File: src/rtl/sw_port_rx.sv
// sw_port_rx: store-and-forward packet receiver with length check, drop counter and ready/valid byte streaming
module sw_port_rx #(
  parameter int MAX_PAYLOAD = 16,
  parameter int BUF_DEPTH   = 64,
  parameter int PKT_DEPTH   = 4
) (
  input  logic       clk,
  input  logic       rst,
  input  logic [7:0] data_in,
  input  logic       sw_enable_in,
  output logic [7:0] out_data,
  output logic       out_valid,
  input  logic       out_ready,
  output logic       out_sop,
  output logic       out_eop,
  output logic       read_out,
  output logic [7:0] drop_cnt
);
  localparam int AW     = $clog2(BUF_DEPTH);
  localparam int QW     = $clog2(PKT_DEPTH);
  localparam int MAXLEN = MAX_PAYLOAD + 2;
  localparam int LW     = $clog2(MAXLEN + 1) > 5 ? $clog2(MAXLEN + 1) : 5;
  localparam logic [LW-1:0] MAXL  = LW'(MAXLEN);
  localparam logic [QW:0]   QFULL = (QW+1)'(PKT_DEPTH);
  typedef enum logic [1:0] {IDLE, RECV, DROP} rx_t;
  typedef enum logic {TX_IDLE, TX_SEND} tx_t;
  rx_t rx_st, rx_nx;
  tx_t tx_st, tx_nx;
  logic [7:0]    mem [BUF_DEPTH];
  logic [LW-1:0] q_len [PKT_DEPTH];
  logic [AW:0]   wr_spec, wr_com, rd_ptr, occ;
  logic [QW-1:0] q_wr, q_rd;
  logic [QW:0]   q_cnt;
  logic [LW-1:0] rx_cnt, tx_idx;
  logic          buf_full, q_full, wr_en, commit, drop, beat, pop;
  // pointers carry one extra wrap bit so occupancy of BUF_DEPTH reads as full
  assign occ      = wr_spec - rd_ptr;
  assign buf_full = occ[AW];
  assign q_full   = q_cnt == QFULL;
  always_ff @(posedge clk or posedge rst)
    if (rst) rx_st <= IDLE;
    else rx_st <= rx_nx;
  always_comb begin
    rx_nx = rx_st;
    case (rx_st)
      IDLE:    if (sw_enable_in) rx_nx = buf_full ? DROP : RECV;
      RECV:    rx_nx = !sw_enable_in ? IDLE : (buf_full || rx_cnt == MAXL) ? DROP : RECV;
      default: if (!sw_enable_in) rx_nx = IDLE;
    endcase
  end
  always_comb begin
    wr_en  = sw_enable_in && rx_st != DROP && rx_nx != DROP;
    commit = rx_st == RECV && !sw_enable_in && rx_cnt >= LW'(3) && !q_full;
    drop   = (rx_st != DROP && rx_nx == DROP) || (rx_st == RECV && !sw_enable_in && !commit);
  end
  always_ff @(posedge clk or posedge rst)
    if (rst) begin
      rx_cnt   <= '0;
      wr_spec  <= '0;
      wr_com   <= '0;
      drop_cnt <= '0;
    end else begin
      if (wr_en) rx_cnt <= rx_st == IDLE ? LW'(1) : rx_cnt + LW'(1);
      if (drop) wr_spec <= wr_com;
      else if (wr_en) wr_spec <= wr_spec + 1'b1;
      if (commit) wr_com <= wr_spec;
      if (drop && drop_cnt != 8'hFF) drop_cnt <= drop_cnt + 8'd1;
    end
  always_ff @(posedge clk) begin
    if (wr_en) mem[wr_spec[AW-1:0]] <= data_in;
    if (commit) q_len[q_wr] <= rx_cnt;
  end
  always_ff @(posedge clk or posedge rst)
    if (rst) begin
      q_wr  <= '0;
      q_rd  <= '0;
      q_cnt <= '0;
    end else begin
      if (commit) q_wr <= q_wr + 1'b1;
      if (pop) q_rd <= q_rd + 1'b1;
      q_cnt <= q_cnt + {{QW{1'b0}}, commit} - {{QW{1'b0}}, pop};
    end
  always_ff @(posedge clk or posedge rst)
    if (rst) tx_st <= TX_IDLE;
    else tx_st <= tx_nx;
  always_comb
    tx_nx = tx_st == TX_IDLE ? (q_cnt != '0 ? TX_SEND : TX_IDLE) : (pop ? TX_IDLE : TX_SEND);
  always_comb begin
    out_valid = tx_st == TX_SEND;
    read_out  = out_valid;
    out_data  = out_valid ? mem[rd_ptr[AW-1:0]] : 8'h00;
    out_sop   = out_valid && tx_idx == '0;
    out_eop   = out_valid && tx_idx == q_len[q_rd] - LW'(1);
    beat      = out_valid && out_ready;
    pop       = beat && out_eop;
  end
  always_ff @(posedge clk or posedge rst)
    if (rst) begin
      rd_ptr <= '0;
      tx_idx <= '0;
    end else if (beat) begin
      rd_ptr <= rd_ptr + 1'b1;
      tx_idx <= out_eop ? '0 : tx_idx + LW'(1);
    end
endmodule

File: config.mk
export PLATFORM = sky130hd
export DESIGN_NAME = sw_port_rx
export DESIGN_NICKNAME = d
export VERILOG_FILES = /design/src/rtl/sw_port_rx.sv
export SDC_FILE = /design/constraint.sdc
export NUM_CORES = 1
export LEC_CHECK = 0
export BUFFER_PORTS_ARGS = -buffer_cell sky130_fd_sc_hd__buf_2
export CORE_UTILIZATION = 35
export DETAILED_ROUTE_END_ITERATION = 12
export SYNTH_ARGS = -nofsm -noshare
export SYNTH_HDL_FRONTEND = slang
export SYNTH_SLANG_ARGS = --single-unit
File: constraint.sdc
create_clock -name clk -period 6.35 [get_ports clk]
set_clock_uncertainty 0.15 [all_clocks]
set_input_delay 0.3175 -clock clk [delete_from_list [all_inputs] [get_ports clk]]
set_output_delay 0.3175 -clock clk [all_outputs]
set_load 0.01 [all_outputs]
==> impl_metrics.py, run 1 <==
metrics = {
    "logic_synthesis": {
        "ys_seq_elements": 581,
        "synth_area_um2": 23500,
        "async_flop_share_pct": 8.43,
        "synth_fp_nets": 1198,
        "yosys_warnings": 0,
        "synth_cell_type_count": 52,
        "synth_cells": 1167,
        "avgSynthCellArea_um2": 20.1,
        "ys_seq_area_share_pct": 73.3,
        "synthFlopType": "edfxtp_1",
        "synth_enable_flop_cells": 532,
    },
    "power": {
        "leakage_nw": 8.53,
        "power_density_nw_per_um2": 431,
        "ir_drop_mv": 0.347,
        "post-layout-total-power_w": 0.0115,
    },
    "cts": {
        "cts.sinks": 581,
        "cts_resized": 0,
        "cts_max_level": 2,
        "cts_root_buf": "clkbuf_16",
        "clk_pin_slew_worst_paths_ns": 0.06,
        "clock_latency_ns": 0.61,
        "cts_buffers": 56,
        "cts_tree": "built",
        "cts_max_path_buffers": 3,
    },
    "run_status": {
        "status": "complete, but fails checks",
        "violations": "DRC",
    },
    "worst_hold_path": {
        "hold_end": "mem[22][1]",
        "hp-start": "data_in[1]",
        "worstHoldPathCells": 1,
        "hp-class": "in -> reg",
    },
    "timing": {
        "setup_viol_count_final": 0,
        "slew-limit-headroom_pct": 31.3,
        "tns_ns": 0,
        "period_minus_slack_ns": 4.49,
        "fin_crit_sh_pct": 70.7,
        "drv_slew": 0,
        "clock.fmax_mhz": 223,
        "rsz0062_at_grt": "no",
        "finalHoldViolations": 0,
        "worst_pin_slew_ns": 1.02,
    },
    "placed_design": {
        "portBuffers": 31,
        "dp.cells": 2030,
        "place_hpwl_mm": 32.8,
        "gp_congestion": 0.788,
    },
    "setup_path": {
        "cp_max_fo": 62,
        "end_kind": "output port",
        "crit_arrival_ns": 4.02,
        "rr_worst_depth": 9,
        "r2r_start": "rd_ptr[3]",
        "cp-start-kind": "register",
        "timing.rr.end": "mem[47][6]",
        "reg2reg_slack_ns": 2.13,
        "crit_required_ns": 5.88,
        "critPathKind": "reg -> out",
    },
    "final_layout": {
        "drive_above_1_share_pct": 29.5,
        "nNetsFinal": 1259,
        "diodes": 0,
        "n_fill_cell": 5757,
        "final_common_cell": "edfxtp_1",
        "area_growth_pct": 14.2,
        "fin_cells": 2140,
        "layout_common_cells": "532 x edfxtp_1, 160 x mux4_2, 57 x clkbuf_16",
        "post-route-util_pct": 40.5,
    },
    "floorplan": {
        "start_util_pct": 35.5,
        "die_area_um2": 68100,
        "dieWidth_um": 261,
        "num_rows": 94,
        "core_area_um2": 66100,
        "ios": 32,
        "fp.dieH_um": 261,
    },
    "route": {
        "drtPass1Iterations": 9,
        "drtIter0Drc": 1355,
        "vias_per_cell": 5.43,
        "totalWireLength_mm": 55.4,
        "num_vias": 11620,
        "routedWlPerCell_um": 25.9,
        "route.detailed.drc": 2,
        "postRouteAntennaNets": 0,
    },
    "job": {
        "maxCapViolCount": 0,
    },
    "global_routing": {
        "grtUsageTotal_pct": 16.7,
        "grt_pass1_vias": 11970,
        "overflow": 0,
        "grt_max_degree": 65,
        "grt_first_pass_wirelength_mm": 82.5,
        "antenna_found_initial": 0,
    },
}
metrics by stage:
stage	setup WS (ns)	area (um2)	hold WS, ns
after floorplan	1.93	23500	0.254
after global placement	2.16	24900	0.0488
after detailed placement	2.07	24900	0.0525
after CTS	1.80	26800	0.197
after global routing	1.76	26800	0.216
final	1.86	26800	0.180
flip-flops by register name, summed over array words and instances (netlist names):
register / count
wr_com: 7
q_wr: 2
q_cnt: 3
drop_cnt: 8
q_rd: 2
wr_spec: 7
rx_st: 2
rx_cnt: 5
out_valid: 1
q_len: 20
rd_ptr: 7
tx_idx: 5
mem: 512
timing repair:
item	in CTS	in global routing
endpoints found under the setup margin	0	0
buffers inserted	0	0
hold buffers	4	0
hold endpoints to repair	51	0
cells by family after synthesis:
| logic type | Yosys count | share of synthesized area (%) |
|---|---|---|
| flops | 581 | 73.3 |
| buf+inv | 98 | 1.81 |
| compound gates | 66 | 1.84 |
| mux | 187 | 16.6 |
| xor+xnor | 25 | 0.933 |
| simple gates | 191 | 4.48 |
| fa+ha+maj | 19 | 1.05 |
area by class of cell:
class / count / area (um2) / share of cell area [%]
clock buffers: 70 / 1480 / 5.50
well taps: 864 / 1080 / 4.03
inverters: 23 / 86.3 / 0.322
clock inverters: 36 / 347 / 1.29
multi-input cells: 488 / 6030 / 22.5
repair buffers: 78 / 566 / 2.11
flip-flops and latches: 581 / 17200 / 64.2
worst max-delay path, stage by stage (launching register included):
cell and delay, ns:
dfrtp_4 0.72, buf_4 0.80, mux4_2 0.46, mux4_2 0.55, mux4_2 0.47, and2_1 0.20, buf_2 0.15
report_power, final:
group	internal (W)	switching (W)	total, W
Sequential	0.00436	0.000321	0.00468
Combinational	0.00155	0.00199	0.00354
Clock	0.00190	0.00142	0.00332
layer usage:
metal  share of wire (%)  up-vias  track usage [%]  wire length (um)
met5                   0        -                0                 0
li1                    -     4962                -                 -
met4                 2.3        0             4.91              1250
met3                 6.4       78             3.11              3540
met1                  42     6188             22.8             23300
met2                  49      392             27.1             27300
synthesized netlist by cell type, types with 5 or more instances:
library cell	n	share of area [%]
a21oi_1	17	0.36
and2_1	8	0.21
dfrtp_1	49	5.2
o21ai_0	10	0.21
buf_2	13	0.28
a31oi_1	5	0.13
or3_1	10	0.27
and3_1	11	0.29
buf_1	10	0.16
o22ai_1	8	0.21
inv_1	19	0.30
buf_4	7	0.22
mux4_2	160	15
xnor2_1	21	0.78
nand3_1	15	0.32
a21o_1	5	0.16
mux2i_1	16	0.68
nor4_1	59	1.6
clkbuf_1	43	0.69
edfxtp_1	532	68
nand2_1	41	0.66
nor2_1	19	0.30
mux2_2	11	0.53
ha_1	18	0.96
worst max path at each step:
stage / from / endpoint / slack [ns]
4_1_cts: rd_ptr[1] / out_data[0] / 1.80
5_1_grt: rd_ptr[1] / out_data[0] / 1.76
6_report: rd_ptr[1] / out_data[0] / 1.86
3_5_place_dp: rd_ptr[3] / mem[47][3] / 2.07
2_1_floorplan: rd_ptr[4] / mem[18][0] / 1.93
3_3_place_gp: rd_ptr[3] / mem[47][6] / 2.16
No activity file was read; power rests on OpenSTA's default activity.
==> run 2: changes to the inputs <==
==> constraint.sdc (replaced) <==
create_clock -name clk -period 3.8 [get_ports clk]
set_clock_uncertainty 0.15 [all_clocks]
set_input_delay 0.19 -clock clk [delete_from_list [all_inputs] [get_ports clk]]
set_output_delay 0.19 -clock clk [all_outputs]
set_load 0.01 [all_outputs]
==> run 2 against run 1 <==
Against the previous run: the run still ends with DRC left; sequential cell count stayed put; count of clock-buffer cells in the layout fell by 3; register-to-register slack worse by 1.8 ns.
==> impl_metrics.py, run 2 (synthesis results as in run 1) <==
metrics = {
    "setup_path": {
        "startpoint": "rd_ptr[1]",
        "cp_max_fo": 88,
        "critPathKind": "reg -> out",
        "max_stage_delay_ns": 0.53,
        "path_common_cell": "mux4_2",
        "crit_chain": "buf_16, mux4_2, mux4_2, mux4_2, and2_1, buf_2",
        "crit_required_ns": 3.46,
        "cp-start-kind": "register",
        "end_kind": "output port",
        "r2r_start": "q_rd[0]",
        "cp_slowest_cell": "mux4_2",
        "crit_arrival_ns": 3.36,
    },
    "timing": {
        "finalHoldViolations": 0,
        "fin_crit_sh_pct": 97.4,
        "worst_pin_slew_ns": 1.27,
        "tns_ns": 0,
        "slew-limit-headroom_pct": 15.3,
        "period_minus_slack_ns": 3.70,
        "fin_ws_ns": 0.0983,
        "rsz0062_at_grt": "no",
        "drv_slew": 0,
        "hold_ws_ns": 0.0524,
        "clock.fmax_mhz": 270,
        "setup_viol_count_final": 0,
    },
    "final_layout": {
        "diodes": 0,
        "nNetsFinal": 1294,
        "n_fill_cell": 5740,
        "drive_above_1_share_pct": 33.1,
        "layout_common_cells": "532 x edfxtp_1, 160 x mux4_2, 62 x buf_4",
        "largest_reg_flops": 512,
        "area_growth_pct": 18.2,
        "postLayoutCellArea_um2": 27700,
        "final_common_cell": "edfxtp_1",
    },
    "placed_design": {
        "place_ws_ns": 0.346,
        "place_hpwl_mm": 32.9,
        "gp_congestion": 0.786,
        "postPlaceCellArea_um2": 25700,
        "portBuffers": 31,
    },
    "run_status": {
        "status": "complete, but fails checks",
        "violations": "DRC",
    },
    "cts": {
        "cts_tree": "built",
        "cts_max_path_buffers": 3,
        "cts_buffers": 57,
        "cts.sinks": 581,
        "cts_max_level": 2,
        "cts_root_buf": "clkbuf_16",
        "clock_latency_ns": 0.61,
        "clk_pin_slew_worst_paths_ns": 0.06,
    },
    "power": {
        "leakage_nw": 9.00,
        "ir_drop_mv": 0.750,
        "power_density_nw_per_um2": 724,
        "post-layout-total-power_w": 0.0201,
    },
    "floorplan": {
        "fp.dieH_um": 261,
        "die_area_um2": 68100,
        "ios": 32,
        "start_util_pct": 35.5,
        "num_rows": 94,
        "core_area_um2": 66100,
        "dieWidth_um": 261,
    },
    "global_routing": {
        "grt_pass1_vias": 12026,
        "grt_max_degree": 89,
        "antenna_found_initial": 1,
        "grtUsageTotal_pct": 16.0,
        "overflow": 0,
        "grt_first_pass_wirelength_mm": 80.2,
    },
    "route": {
        "routedWlPerCell_um": 24.3,
        "drtPass1Iterations": 11,
        "vias_per_cell": 5.34,
        "postRouteAntennaNets": 0,
        "totalWireLength_mm": 52.8,
        "num_vias": 11604,
        "route.detailed.drc": 2,
        "drtIter0Drc": 953,
    },
    "worst_hold_path": {
        "hp-class": "in -> reg",
        "hp-start": "data_in[6]",
    },
    "job": {
        "maxCapViolCount": 0,
    },
}
-- run 2: cell count changes in the layout (fill, tap and decap cells not counted), moves of 5 or more --
cell / previous run / this run
buf_12: 3 / 10
buf_4: 44 / 62
clkinvlp_4: 7 / 2
nor4_1: 28 / 3
nor4_2: 31 / 16
nor4_4: 0 / 40
-- run 2: critical path, delay by kind of cell, from the launching register on --
family	cells	cell delay, ns
AND/OR/NAND/NOR	1	0.21
flip-flops	1	0.44
buffers and inverters	2	0.55
multiplexers	3	1.43
-- run 2: final cells by class --
class / count / area, um2 / share of cell area (%)
sequential: 581 / 17200 / 62.1
inverter: 23 / 86.3 / 0.311
multi-input combinational: 488 / 6540 / 23.6
timing repair buffer: 112 / 928 / 3.35
tap: 864 / 1080 / 3.90
clock inverter: 39 / 402 / 1.45
clock buffer: 67 / 1470 / 5.32
-- run 2: metal layers --
metal,global-route usage (%),vias up,wire (um)
li1,-,5057,-
met1,22.5,6197,23400
met2,25.6,286,25400
met3,3.12,64,3000
met4,3.87,0,933
met5,0,-,0
-- run 2: per-stage QoR --
step | utilization, % | std cells
finish | 41.9 | 2174
global route | 41.9 | 2174
CTS | 41.9 | 2174
detailed placement | 39.0 | 2058
global placement | 39.0 | 2058
floorplan | - | 1167
-- run 2: report_power, final --
group / leakage (nW) / switching [W] / total (W) / internal (W)
Sequential: 5.39 / 0.000308 / 0.00760 / 0.00729
Clock: 0.924 / 0.00242 / 0.00568 / 0.00326
Combinational: 2.68 / 0.00391 / 0.00679 / 0.00288
Total: 9.00 / 0.00664 / 0.0201 / 0.0134
-- run 2: timing repair --
action / CTS / global route
pin swaps: 0 / 0
setup endpoints to repair: 6 / 1
hold buffers: 8 / 0
gates resized for setup: 0 / 1
hold endpoints to repair: 156 / 0
gates cloned: 0 / 0
setup buffers: 2 / 0
-- run 2: final timing paths --
check,to,slack (ns),cells after the start
hold / removal,mem[34][6],0.05,1
setup reg to reg,q_cnt[2],0.37,14
min in group asynchronous,drop_cnt[0],0.26,3
setup / recovery,out_data[0],0.1,6
hold reg to reg,wr_spec[6],0.34,2
max in group asynchronous,rd_ptr[1],2.42,3
==> run 3: changes to the inputs <==
--- a/config.mk
+++ b/config.mk
@@ -5,6 +5,7 @@
 export SDC_FILE = /design/constraint.sdc
 export NUM_CORES = 1
 export LEC_CHECK = 0
+export ABC_AREA = 1
 export BUFFER_PORTS_ARGS = -buffer_cell sky130_fd_sc_hd__buf_2
 export CORE_UTILIZATION = 35
 export DETAILED_ROUTE_END_ITERATION = 12
==> run 3 against run 2 <==
Against the previous run: the run now ends clean; via count grew 40%; worst setup slack improved by 0.14 ns; sequential cell count unchanged; routed wire length grew 16%; critical path type unchanged; critical endpoint is now out_data[1].
==> impl_metrics.py, run 3 <==
metrics = {
    "placed_design": {
        "portBuffers": 31,
        "postPlaceCellArea_um2": 26000,
        "dp.cells": 3066,
        "place_hpwl_mm": 37.4,
        "gp_congestion": 0.865,
    },
    "job": {
        "maxCapViolCount": 0,
    },
    "route": {
        "drtIter0Drc": 1509,
        "route.detailed.drc": 0,
        "postRouteAntennaNets": 0,
        "num_vias": 16245,
        "routedWlPerCell_um": 19.3,
        "drtPass1Iterations": 5,
        "vias_per_cell": 5.11,
        "totalWireLength_mm": 61.4,
    },
    "setup_path": {
        "cp-start-kind": "register",
        "rr_worst_depth": 20,
        "r2r_start": "q_rd[0]",
        "critPathKind": "reg -> out",
        "cp_max_fo": 90,
        "reg2reg_slack_ns": 0.48,
        "crit_arrival_ns": 3.22,
        "timing.rr.end": "q_cnt[2]",
        "crit_required_ns": 3.46,
        "end_kind": "output port",
    },
    "final_layout": {
        "postLayoutCellArea_um2": 27900,
        "fin_cells": 3179,
        "final_common_cell": "edfxtp_1",
        "diodes": 0,
        "nNetsFinal": 2232,
        "n_fill_cell": 6547,
        "area_growth_pct": 14.7,
        "post-route-util_pct": 40.7,
        "layout_common_cells": "532 x edfxtp_1, 385 x nand2_1, 362 x nor2_1",
        "drive_above_1_share_pct": 10.9,
        "largest_reg_flops": 512,
    },
    "timing": {
        "clock.fmax_mhz": 281,
        "setup_viol_count_final": 0,
        "period_minus_slack_ns": 3.56,
        "slew-limit-headroom_pct": 21.2,
        "fin_crit_sh_pct": 93.6,
        "rsz0062_at_grt": "no",
        "hold_ws_ns": 0.126,
        "finalHoldViolations": 0,
        "tns_ns": 0,
        "drv_slew": 0,
        "worst_pin_slew_ns": 1.18,
    },
    "run_status": {
        "status": "complete, no violations",
    },
    "cts": {
        "clk_pin_slew_worst_paths_ns": 0.06,
        "cts_max_path_buffers": 3,
        "cts.sinks": 581,
        "clock_latency_ns": 0.64,
        "cts_tree": "built",
        "cts_max_level": 2,
        "cts_buffers": 59,
        "cts_root_buf": "clkbuf_16",
    },
    "logic_synthesis": {
        "synth_area_um2": 24400,
        "synth_cell_type_count": 37,
        "synth_xor_area_share_pct": 0.898,
        "ys_top_cells_by_area": "edfxtp_1 66%, nand2_1 6.0%, nor2_1 5.6%",
        "ys_seq_area_share_pct": 70.6,
        "ys_seq_elements": 581,
        "synthFlopType": "edfxtp_1",
        "yosysMostFrequentCell": "edfxtp_1",
        "synth_top_cell_by_area": "edfxtp_1",
        "synthAdderAreaFrac_pct": 1.01,
        "synth_fp_nets": 2151,
        "synth_enable_flop_cells": 532,
        "yosys_warnings": 0,
        "synth_top_family_by_area": "simple AND/OR/NAND/NOR gates",
        "async_flop_share_pct": 8.43,
        "avgSynthCellArea_um2": 11.5,
        "yosys.area_share.simple_pct": 15.4,
        "synth.top_cell.area_share_pct": 65.6,
        "synth_cells": 2120,
        "synth_commonest_cells": "532 x edfxtp_1, 387 x nand2_1, 362 x nor2_1",
        "muxShareOfSynthArea_pct": 0,
        "synth-compound-area-share_pct": 8.62,
    },
    "global_routing": {
        "grtUsageTotal_pct": 17.4,
        "grt_first_pass_wirelength_mm": 94.6,
        "antenna_found_initial": 0,
        "grt_pass1_vias": 15928,
        "overflow": 0,
        "grt_max_degree": 159,
    },
    "floorplan": {
        "start_util_pct": 35.5,
        "ios": 32,
        "dieWidth_um": 266,
        "num_rows": 96,
        "die_area_um2": 70700,
        "fp.dieH_um": 266,
        "core_area_um2": 68700,
    },
    "power": {
        "power_density_nw_per_um2": 711,
        "leakage_nw": 9.85,
        "ir_drop_mv": 0.694,
    },
    "worst_hold_path": {
        "hp-class": "in -> async",
    },
}
## run 3: cell families after synthesis
logic type | Yosys count
simple gates | 920
flops | 581
compound gates | 384
buf+inv | 191
xor+xnor | 25
fa+ha+maj | 19
## run 3: final cells by class
type | count | area, um2 | share of cell area (%)
clock buffer | 75 | 1550 | 5.53
clock inverter | 33 | 370 | 1.33
inverter | 75 | 289 | 1.03
multi-input combinational | 1348 | 6340 | 22.7
sequential | 581 | 17200 | 61.6
tap | 931 | 1160 | 4.17
timing repair buffer | 136 | 1030 | 3.68
## run 3: layer usage
metal / GRT usage (%) / wire, um
met1: 23.4 / 26700
met2: 29.2 / 29700
met3: 2.44 / 3660
met4: 5.42 / 1420
met5: 0 / 0
## run 3: worst max-delay path by stage
stage / startpoint / endpoint / slack, ns / cells past startpoint
after floorplan: rd_ptr[3] / mem[47][0] / 0.77 / 13
after global placement: q_rd[0] / q_cnt[2] / 0.63 / 20
after detailed placement: q_rd[0] / q_cnt[2] / 0.52 / 20
after CTS: rd_ptr[1] / out_data[0] / 0.02 / 11
after global routing: rd_ptr[0] / out_data[7] / 0.05 / 11
final: rd_ptr[0] / out_data[1] / 0.24 / 11
## run 3: repair_timing
action                     CTS  global route
buffers inserted             0             0
hold buffers                 5             0
setup endpoints to repair    0             7
gates resized for setup      0             6
hold endpoints to repair    85             0
## run 3: power breakdown
part / total [W] / switching (W) / internal (W) / leakage, nW
sequential: 0.00741 / 0.000239 / 0.00717 / 5.41
combinational: 0.00672 / 0.00475 / 0.00197 / 3.53
clock: 0.00574 / 0.00244 / 0.00330 / 0.914
## run 3: critical path, cell delays in order (launching register included)
cell      delay, ns
dfrtp_4        0.54
inv_8          0.28
buf_12         0.39
o21ai_0        0.20
o211ai_1       0.13
nand3_1        0.15
nand2_1        0.16
nand2_1        0.08
nand2_1        0.19
a21oi_1        0.07
nor2_1         0.19
buf_2          0.17
## run 3: stage by stage
step | power [W] | setup WS, ns
2_1_floorplan | 0.0120 | 0.774
3_3_place_gp | 0.0141 | 0.632
3_5_place_dp | 0.0142 | 0.518
4_1_cts | 0.0199 | 0.0163
5_1_grt | 0.0209 | 0.0472
6_report | 0.0199 | 0.243
